[config.mk]
export PLATFORM = sky130hd
export DESIGN_NAME = five_bit_serial_subtractor
export DESIGN_NICKNAME = d
export VERILOG_FILES = /design/src/rtl/five_bit_sub_pkg.sv /design/src/rtl/five_bit_serial_subtractor_cell.sv /design/src/rtl/five_bit_serial_subtractor.sv
export SDC_FILE = /design/constraint.sdc
export NUM_CORES = 1
export LEC_CHECK = 0
export ABC_AREA = 1
export BUFFER_PORTS_ARGS = -buffer_cell sky130_fd_sc_hd__buf_2
export CORE_MARGIN = 4
export CORE_UTILIZATION = 55
export CTS_CLUSTER_DIAMETER = 50
export DETAILED_ROUTE_END_ITERATION = 7
export HOLD_SLACK_MARGIN = 0.06
export PLACE_DENSITY = 0.76
export SYNTH_ARGS = -nofsm -noshare
export SYNTH_HDL_FRONTEND = slang
export SYNTH_HIERARCHICAL = 1
export SYNTH_SLANG_ARGS = --single-unit
[constraint.sdc]
create_clock -name clk -period 2.6 [get_ports clk]
set_input_delay 0.26 -clock clk [delete_from_list [all_inputs] [get_ports clk]]
set_output_delay 0.26 -clock clk [all_outputs]
set_load 0.02 [all_outputs]
[src/rtl/five_bit_sub_pkg.sv]
// Shared constants and FSM state type for the bit-serial 5-bit subtractor.
package five_bit_sub_pkg;

    localparam int SUB_W = 5;
    localparam int CNT_W = 3;

    typedef enum logic [1:0] {
        IDLE  = 2'd0,
        SHIFT = 2'd1,
        DONE  = 2'd2
    } state_t;

endpackage

[src/rtl/five_bit_serial_subtractor_cell.sv]
// Single-bit full subtractor: D = A - B - Bi with borrow-out Bo.
module oneBitFullSubtractor (
    input  logic A,
    input  logic B,
    input  logic Bi,
    output logic Bo,
    output logic D
);

    assign D  = A ^ B ^ Bi;
    assign Bo = (~A & B) | (~(A ^ B) & Bi);

endmodule

[src/rtl/five_bit_serial_subtractor.sv]
// Bit-serial 5-bit subtractor: one bit per clock through one cell,
// with a start/busy/done handshake and registered result.
module five_bit_serial_subtractor
    import five_bit_sub_pkg::*;
(
    input  logic             clk,
    input  logic             rst,
    input  logic             start,
    input  logic [SUB_W-1:0] A,
    input  logic [SUB_W-1:0] B,
    input  logic             Bi,
    output logic             busy,
    output logic             done,
    output logic [SUB_W-1:0] D,
    output logic             Bo
);

    state_t             state_q;
    logic [SUB_W-1:0]   a_sr_q;
    logic [SUB_W-1:0]   b_sr_q;
    logic [SUB_W-1:0]   d_sr_q;
    logic [SUB_W-1:0]   d_sr_d;
    logic [SUB_W-1:0]   d_q;
    logic [CNT_W-1:0]   cnt_q;
    logic               borrow_q;
    logic               bo_q;
    logic               busy_q;
    logic               done_q;
    logic               cell_d;
    logic               cell_bo;

    oneBitFullSubtractor u_cell (
        .A  (a_sr_q[0]),
        .B  (b_sr_q[0]),
        .Bi (borrow_q),
        .Bo (cell_bo),
        .D  (cell_d)
    );

    // New diff bit enters at the MSB so bit 0 ends up at the LSB after 5 shifts.
    assign d_sr_d = {cell_d, d_sr_q[SUB_W-1:1]};

    always_ff @(posedge clk) begin
        if (rst) begin
            state_q  <= IDLE;
            a_sr_q   <= '0;
            b_sr_q   <= '0;
            d_sr_q   <= '0;
            d_q      <= '0;
            cnt_q    <= '0;
            borrow_q <= 1'b0;
            bo_q     <= 1'b0;
            busy_q   <= 1'b0;
            done_q   <= 1'b0;
        end else begin
            case (state_q)
                IDLE, DONE: begin
                    done_q <= 1'b0;
                    if (start) begin
                        a_sr_q   <= A;
                        b_sr_q   <= B;
                        borrow_q <= Bi;
                        cnt_q    <= '0;
                        busy_q   <= 1'b1;
                        state_q  <= SHIFT;
                    end else begin
                        state_q  <= IDLE;
                    end
                end
                SHIFT: begin
                    a_sr_q   <= a_sr_q >> 1;
                    b_sr_q   <= b_sr_q >> 1;
                    d_sr_q   <= d_sr_d;
                    borrow_q <= cell_bo;
                    cnt_q    <= cnt_q + 1'b1;
                    if (cnt_q == CNT_W'(SUB_W - 1)) begin
                        d_q     <= d_sr_d;
                        bo_q    <= cell_bo;
                        busy_q  <= 1'b0;
                        done_q  <= 1'b1;
                        state_q <= DONE;
                    end
                end
                default: begin
                    busy_q  <= 1'b0;
                    done_q  <= 1'b0;
                    state_q <= IDLE;
                end
            endcase
        end
    end

    assign busy = busy_q;
    assign done = done_q;
    assign D    = d_q;
    assign Bo   = bo_q;

endmodule

Word-level counts from Yosys, hierarchy flattened
Index checks and enable logic that the tools add are counted.
- flip-flop bits (word level): 29
- bits in latches: 0
- bits in writable memories: 0
- memory bits (read-only): 0
- output and inout port bits: 8
- memories: 0
- $add $sub $neg: 1
- multipliers: 0
- divide/modulo/power cells: 0
- order comparisons: 0
- eq/ne operators: 5
- shift operators: 0
- multiplexer cells: 14
- bitwise gates (word level): 8
- reductions and logical operators: 7
- operators by type and width (cell ; count):
    $pmux W5 S2 ; 2
    $mux W5 ; 2
    $pmux W3 S2 ; 1
    $reduce_and A2 Y1 ; 3
    $mux W1 ; 4
    $ne A2 B2 Y1 const B ; 2
    $pmux W1 S2 ; 2
    $pmux W2 S2 ; 1
    $reduce_or A2 Y1 ; 2
    $add A3 B1 Y3 const B ; 1
    $eq A3 B3 Y1 const B ; 1
    $mux W3 ; 1
    $not A1 Y1 ; 3
    $and A1 B1 Y1 ; 2
    $eq A2 B1 Y1 const B ; 1
    $eq A2 B2 Y1 const B ; 1
    $logic_not A2 Y1 ; 1
    $mux W2 ; 1
    $reduce_bool A2 Y1 ; 1
    $xor A1 B1 Y1 ; 2
    $or A1 B1 Y1 ; 1

Longest topological paths before layout
- word-level depth: 5
- depth in mapped cells: 8
- depth with buffers taken out: 7

Modules after synthesis
The synthesis kept the hierarchy.
- by module, submodules not included (module ; instances ; cells each ; area each (µm²) ; sequential area each (µm²)):
    five_bit_serial_subtractor ; 1 ; 188 ; 1328.8 ; 560.5
    oneBitFullSubtractor ; 1 ; 4 ; 31.3 ; 0.0

Worst setup path before layout
OpenSTA, ideal clock, no wires.
- path type: flip-flop to flip-flop
- start point: reg cnt_q[0]
- end point: reg bo_q (netlist: Bo)
- arrival time: 1.010 ns
- setup slack: 1.477 ns
- cell stages (with the launch flop): 8
- buffers on the path: 1
- period minus slack after synthesis: 1.123 ns
- cell sequence: dfxtp_1 inv_1 ha_1 nand2_1 nor2_4 buf_6 nor2_1 nor2_1
- word-level cells in the longest chain between the ends: 2
- ends and longest elaborated chain (element ; RTL line ; source):
    start, declared ; five_bit_serial_subtractor.sv:24 ; logic [CNT_W-1:0] cnt_q;
    start signal, assigned ; five_bit_serial_subtractor.sv:75 ; cnt_q <= cnt_q + 1'b1;
    $eq A3 B3 Y1 ; five_bit_serial_subtractor.sv:76 ; if (cnt_q == CNT_W'(SUB_W - 1)) begin
    $reduce_and A2 Y1 (no line) ; - ;
    end signal, assigned ; five_bit_serial_subtractor.sv:78 ; bo_q <= cell_bo;
    end, declared ; five_bit_serial_subtractor.sv:26 ; logic bo_q;
No other way between the ends.
A chain may end at the register's enable or synchronous reset.

Final worst setup path
- start point: reg state_q[0]
- end point: reg borrow_q
- word-level cells in the longest chain between the ends: 4
- elaborated cells between the ends (all ways): 8
- classes of those cells: eq/ne (3); mux (1); reduce/logical (4)
- ends and longest elaborated chain (element ; RTL line ; source):
    start, declared ; five_bit_serial_subtractor.sv:18 ; state_t state_q;
    start signal, assigned ; five_bit_serial_subtractor.sv:45 ; state_q <= IDLE;
    start signal, assigned ; five_bit_serial_subtractor.sv:65 ; state_q <= SHIFT;
    start signal, assigned ; five_bit_serial_subtractor.sv:67 ; state_q <= IDLE;
    $eq A2 B2 Y1 or $logic_not A2 Y1 (tied branches) ; five_bit_serial_subtractor.sv:56 ; case (state_q)
    $reduce_or A2 Y1 ; five_bit_serial_subtractor.sv:56 ;
    $ne A2 B2 Y1 (no line) or $reduce_bool A2 Y1 (tied branches) ; - ;
    $reduce_and A2 Y1 (no line) ; - ;
    end signal, assigned ; five_bit_serial_subtractor.sv:62 ; borrow_q <= Bi;
    end signal, assigned ; five_bit_serial_subtractor.sv:74 ; borrow_q <= cell_bo;
    end, declared ; five_bit_serial_subtractor.sv:25 ; logic borrow_q;
Several ways; a longest one is shown, not always the timed one.

==> flow_summary.html <==
<table>
<tr><th>Metric</th><th>Value</th></tr>
<tr><th colspan="2">STA</th></tr>
<tr><td>Final number of hold-violating endpoints</td><td>0</td></tr>
<tr><td>Period utilization</td><td>0.582</td></tr>
<tr><td>Sum of negative setup slack</td><td>0 ps</td></tr>
<tr><td>Actual transition at the worst max-transition pin</td><td>635 ps</td></tr>
<tr><td>Final critical delay including setup and external delays</td><td>1510 ps</td></tr>
<tr><td>Slew Limit Fails</td><td>0</td></tr>
<tr><td>Worst clock skew</td><td>10.6 ps</td></tr>
<tr><td>RSZ-0062 raised after global routing</td><td>no</td></tr>
<tr><td>Final number of setup-violating endpoints</td><td>0</td></tr>
<tr><td>Maximum achievable frequency</td><td>661 MHz</td></tr>
<tr><td>Worst slew margin relative to its limit</td><td>0.576</td></tr>
<tr><th colspan="2">Setup path</th></tr>
<tr><td>Worst endpoint data arrival time</td><td>1800 ps</td></tr>
<tr><td>Critical path class</td><td>flip-flop to flip-flop</td></tr>
<tr><td>Endpoint required time on the critical path</td><td>2890 ps</td></tr>
<tr><td>Register-to-Register Path Depth</td><td>6</td></tr>
<tr><td>Cells along the critical path</td><td>inv_2 -&gt; nand2_2 -&gt; nand2_1 -&gt; inv_1 -&gt; nor2_1 -&gt; nor2_1</td></tr>
<tr><td>Nature of the critical path endpoint</td><td>flip-flop</td></tr>
<tr><td>Slowest stage cell on the critical path</td><td>dfxtp_1</td></tr>
<tr><td>Crit path buffers/inverters</td><td>2</td></tr>
<tr><td>CP endpoint</td><td>borrow_q</td></tr>
<tr><td>Worst r2r src</td><td>state_q[0]</td></tr>
<tr><td>Largest stage delay on the critical path</td><td>630 ps</td></tr>
<tr><td>Startpoint class of the critical path</td><td>flip-flop</td></tr>
<tr><td>CP startpoint</td><td>state_q[0]</td></tr>
<tr><td>Slack of the worst reg-to-reg path</td><td>1090 ps</td></tr>
<tr><td>Cell with the most instances on the worst path</td><td>nor2_1</td></tr>
<tr><td>Largest fanout of any net on the critical path</td><td>22</td></tr>
<tr><td>Worst flop-to-flop path endpoint</td><td>borrow_q</td></tr>
<tr><td>CP delay by family, top</td><td>simple AND/OR/NAND/NOR gates</td></tr>
<tr><td>Number of stages on the worst setup path</td><td>6</td></tr>
<tr><th colspan="2">Drt</th></tr>
<tr><td>Vias post-DR</td><td>1183</td></tr>
<tr><td>Antenna-violating nets left</td><td>0</td></tr>
<tr><td>Post-route DRC</td><td>0</td></tr>
<tr><td>Wirelength per Cell</td><td>10.7 µm</td></tr>
<tr><td>Drt first pass iters</td><td>4</td></tr>
<tr><td>DRT Wirelength</td><td>2.53 mm</td></tr>
<tr><td>Drt initial violations</td><td>20</td></tr>
<tr><td>Ratio of routed vias to standard cells</td><td>5.01</td></tr>
<tr><th colspan="2">Clock network</th></tr>
<tr><td>Hold_buf cts</td><td>0</td></tr>
<tr><td>Cells resized by post-CTS repair</td><td>0</td></tr>
<tr><td>Clock-pin transition on the worst setup and hold timing paths</td><td>160 ps</td></tr>
<tr><td>Cts bufs inserted</td><td>3</td></tr>
<tr><td>Worst-skew pair later-pin latency</td><td>340 ps</td></tr>
<tr><td>TritonCTS clock tree</td><td>built</td></tr>
<tr><td>Clock tree buffer depth</td><td>2</td></tr>
<tr><td>Buffer type at the clock tree root</td><td>clkbuf_4</td></tr>
<tr><td>Number of levels the H-tree was split into</td><td>1</td></tr>
<tr><td>Clk sink count</td><td>28</td></tr>
<tr><td>Buffers inserted during post-CTS setup optimization</td><td>0</td></tr>
<tr><th colspan="2">Yosys</th></tr>
<tr><td>Proportion of synthesized chip area in sequential cells</td><td>0.412</td></tr>
<tr><td>Number of library cell types mapped by synthesis</td><td>21</td></tr>
<tr><td>Post-synthesis cell area</td><td>1360 µm²</td></tr>
<tr><td>Net Count, Synth</td><td>209</td></tr>
<tr><td>Cell count after synthesis</td><td>192</td></tr>
<tr><td>Number of synthesized register bits</td><td>28</td></tr>
<tr><td>Warnings from Yosys</td><td>6</td></tr>
<tr><td>Post-Synthesis Mean Instance Area</td><td>7.08 µm²</td></tr>
<tr><th colspan="2">Layout</th></tr>
<tr><td># nets final</td><td>226</td></tr>
<tr><td>Area of combinational cells with multiple inputs</td><td>591 µm²</td></tr>
<tr><td>Non-filler cells in the finished layout</td><td>236</td></tr>
<tr><td>Flip-flop and latch area</td><td>561 µm²</td></tr>
<tr><td>Core Util, Final</td><td>0.647</td></tr>
<tr><td>Fraction of layout cells with a size suffix above 1</td><td>0.159</td></tr>
<tr><td>Number of inserted filler cells in the final layout</td><td>202</td></tr>
<tr><td>Synth-to-layout area growth</td><td>8.19%</td></tr>
<tr><td>Count of antenna diodes in the layout</td><td>0</td></tr>
<tr><th colspan="2">Die</th></tr>
<tr><td>Core region area</td><td>2280 µm²</td></tr>
<tr><td>Area of the die</td><td>3330 µm²</td></tr>
<tr><td>Die W</td><td>57.7 µm</td></tr>
<tr><td>Height of the chip</td><td>57.7 µm</td></tr>
<tr><td>Initial standard-cell utilization of the core</td><td>0.598</td></tr>
<tr><td>FP Rows</td><td>17</td></tr>
<tr><td>I/O pin total</td><td>22</td></tr>
<tr><th colspan="2">Global routing</th></tr>
<tr><td>Number of global-route vias before repair</td><td>1099</td></tr>
<tr><td>Antenna violations before repair</td><td>0</td></tr>
<tr><td>Remaining global-route overflow</td><td>0</td></tr>
<tr><td>Wire length of the first global-routing pass</td><td>4.40 mm</td></tr>
<tr><td>Total GRT Usage</td><td>0.164</td></tr>
<tr><td>Pin count of the biggest net entering global routing</td><td>25</td></tr>
<tr><th colspan="2">Power</th></tr>
<tr><td>Total power</td><td>0.905 mW</td></tr>
<tr><td>Largest voltage drop on the vdd net</td><td>399 µV</td></tr>
<tr><td>PwrDens</td><td>615 nW/µm²</td></tr>
<tr><td>Leak pwr</td><td>0.720 nW</td></tr>
<tr><th colspan="2">Min path</th></tr>
<tr><td>HP Class</td><td>input port to flip-flop</td></tr>
<tr><td>Worst min-delay path startpoint</td><td>rst</td></tr>
<tr><th colspan="2">Run</th></tr>
<tr><td>Maximum Capacitance Violations</td><td>0</td></tr>
<tr><th colspan="2">Placed design</th></tr>
<tr><td>Estimated wirelength of the detail-placed design</td><td>1.74 mm</td></tr>
<tr><td>Final GP Congestion</td><td>0.826</td></tr>
<tr><td>Placed Cells incl. Taps</td><td>232</td></tr>
<tr><td>Count of buffers inserted at the top-level ports</td><td>21</td></tr>
<tr><th colspan="2">Status</th></tr>
<tr><td>Result of the run</td><td>finished, final reports clean</td></tr>
</table>
## worst register-to-register path, delay by kind of cell (launching register included)
family                 cells  cell delay (ps)
AND/OR/NAND/NOR            4              630
flip-flops                 1              630
buffers and inverters      2              210
## logic make-up after synthesis
logic type               synth area share
buffers and inverters               0.154
adder cells (fa/ha/maj)            0.0331
AND/OR/NAND/NOR                     0.332
flip-flops                          0.412
AO/OA/AOI/OAI                      0.0690
## Yosys cell counts (all sizes together)
| cell | number | area (µm²) |
|---|---|---|
| buf | 8 | 67.6 |
| dfxtp | 28 | 561 |
| nand3b | 3 | 22.5 |
| fa | 1 | 20.0 |
| inv | 34 | 128 |
| ha | 2 | 25.0 |
| nand3 | 20 | 105 |
| a21oi | 11 | 58.8 |
| nand2 | 42 | 168 |
| o21ai | 7 | 35.0 |
| nor2 | 27 | 116 |
| nor3 | 8 | 40.0 |
| clkbuf | 1 | 13.8 |
## state kept, by name, summed over array words and instances, names as in the netlist
| signal | flops |
|---|---|
| cnt_q | 3 |
| a_sr_q | 5 |
| busy | 1 |
| borrow_q | 1 |
| d_sr_q | 4 |
| b_sr_q | 5 |
| Bo | 1 |
| done | 1 |
| D | 5 |
| state_q | 2 |
## routing by layer
layer  vias up  wire length [µm]  part of all wire  track usage
li1        621                 -                 -            -
met1       529              1130              0.45        0.196
met2        26              1230              0.49        0.290
met3         7                99             0.039       0.0200
met4         0                65             0.026       0.0728
met5         -                 0                 0            0
## worst min-delay path by stage
stage                end  slack (ps)  cells past startpoint
2_1_floorplan   cnt_q[2]         320                      1
3_3_place_gp   d_sr_q[1]         440                      2
3_5_place_dp   d_sr_q[1]         460                      2
4_1_cts         cnt_q[2]         120                      2
5_1_grt         cnt_q[2]         130                      2
6_report       b_sr_q[4]         120                      2
## layout make-up
class                           count  area share
Clock buffer                        3      0.0153
Clock inverter                      1      0.0204
Inverter                           34      0.0867
Multi-Input combinational cell    121       0.401
Sequential cell                    28       0.381
Tap cell                           28      0.0238
Timing Repair Buffer               21      0.0714
## power by group
| part | total (mW) | internal [mW] | switching (mW) |
|---|---|---|---|
| registers | 0.474 | 0.458 | 0.0161 |
| logic | 0.141 | 0.0525 | 0.0884 |
| clock network | 0.290 | 0.156 | 0.134 |
| total | 0.905 | 0.666 | 0.238 |
## cells in the final DEF, fill, tap and decap left out
cell type and count:
nand2_1 40, inv_1 32, dfxtp_1 28, nor2_1 25
buf_2 21, nand3_1 19, a21oi_1 10, nor3_1 8
o21ai_0 7, nand3b_1 3, clkbuf_4 3, inv_2 2
nor2_4 2, ha_1 2, nand2_2 1, nand2_4 1
nand3_2 1, a21oi_2 1, bufinv_16 1, fa_1 1
## through the flow
step	cell area [µm²]	hold WS, ps	setup WS, ps
floorplan	1360	322	1480
global placement	1420	442	1170
detailed placement	1420	457	1130
CTS	1470	120	1100
global route	1470	125	907
finish	1470	118	1090
(Power assumes the default switching activity.)
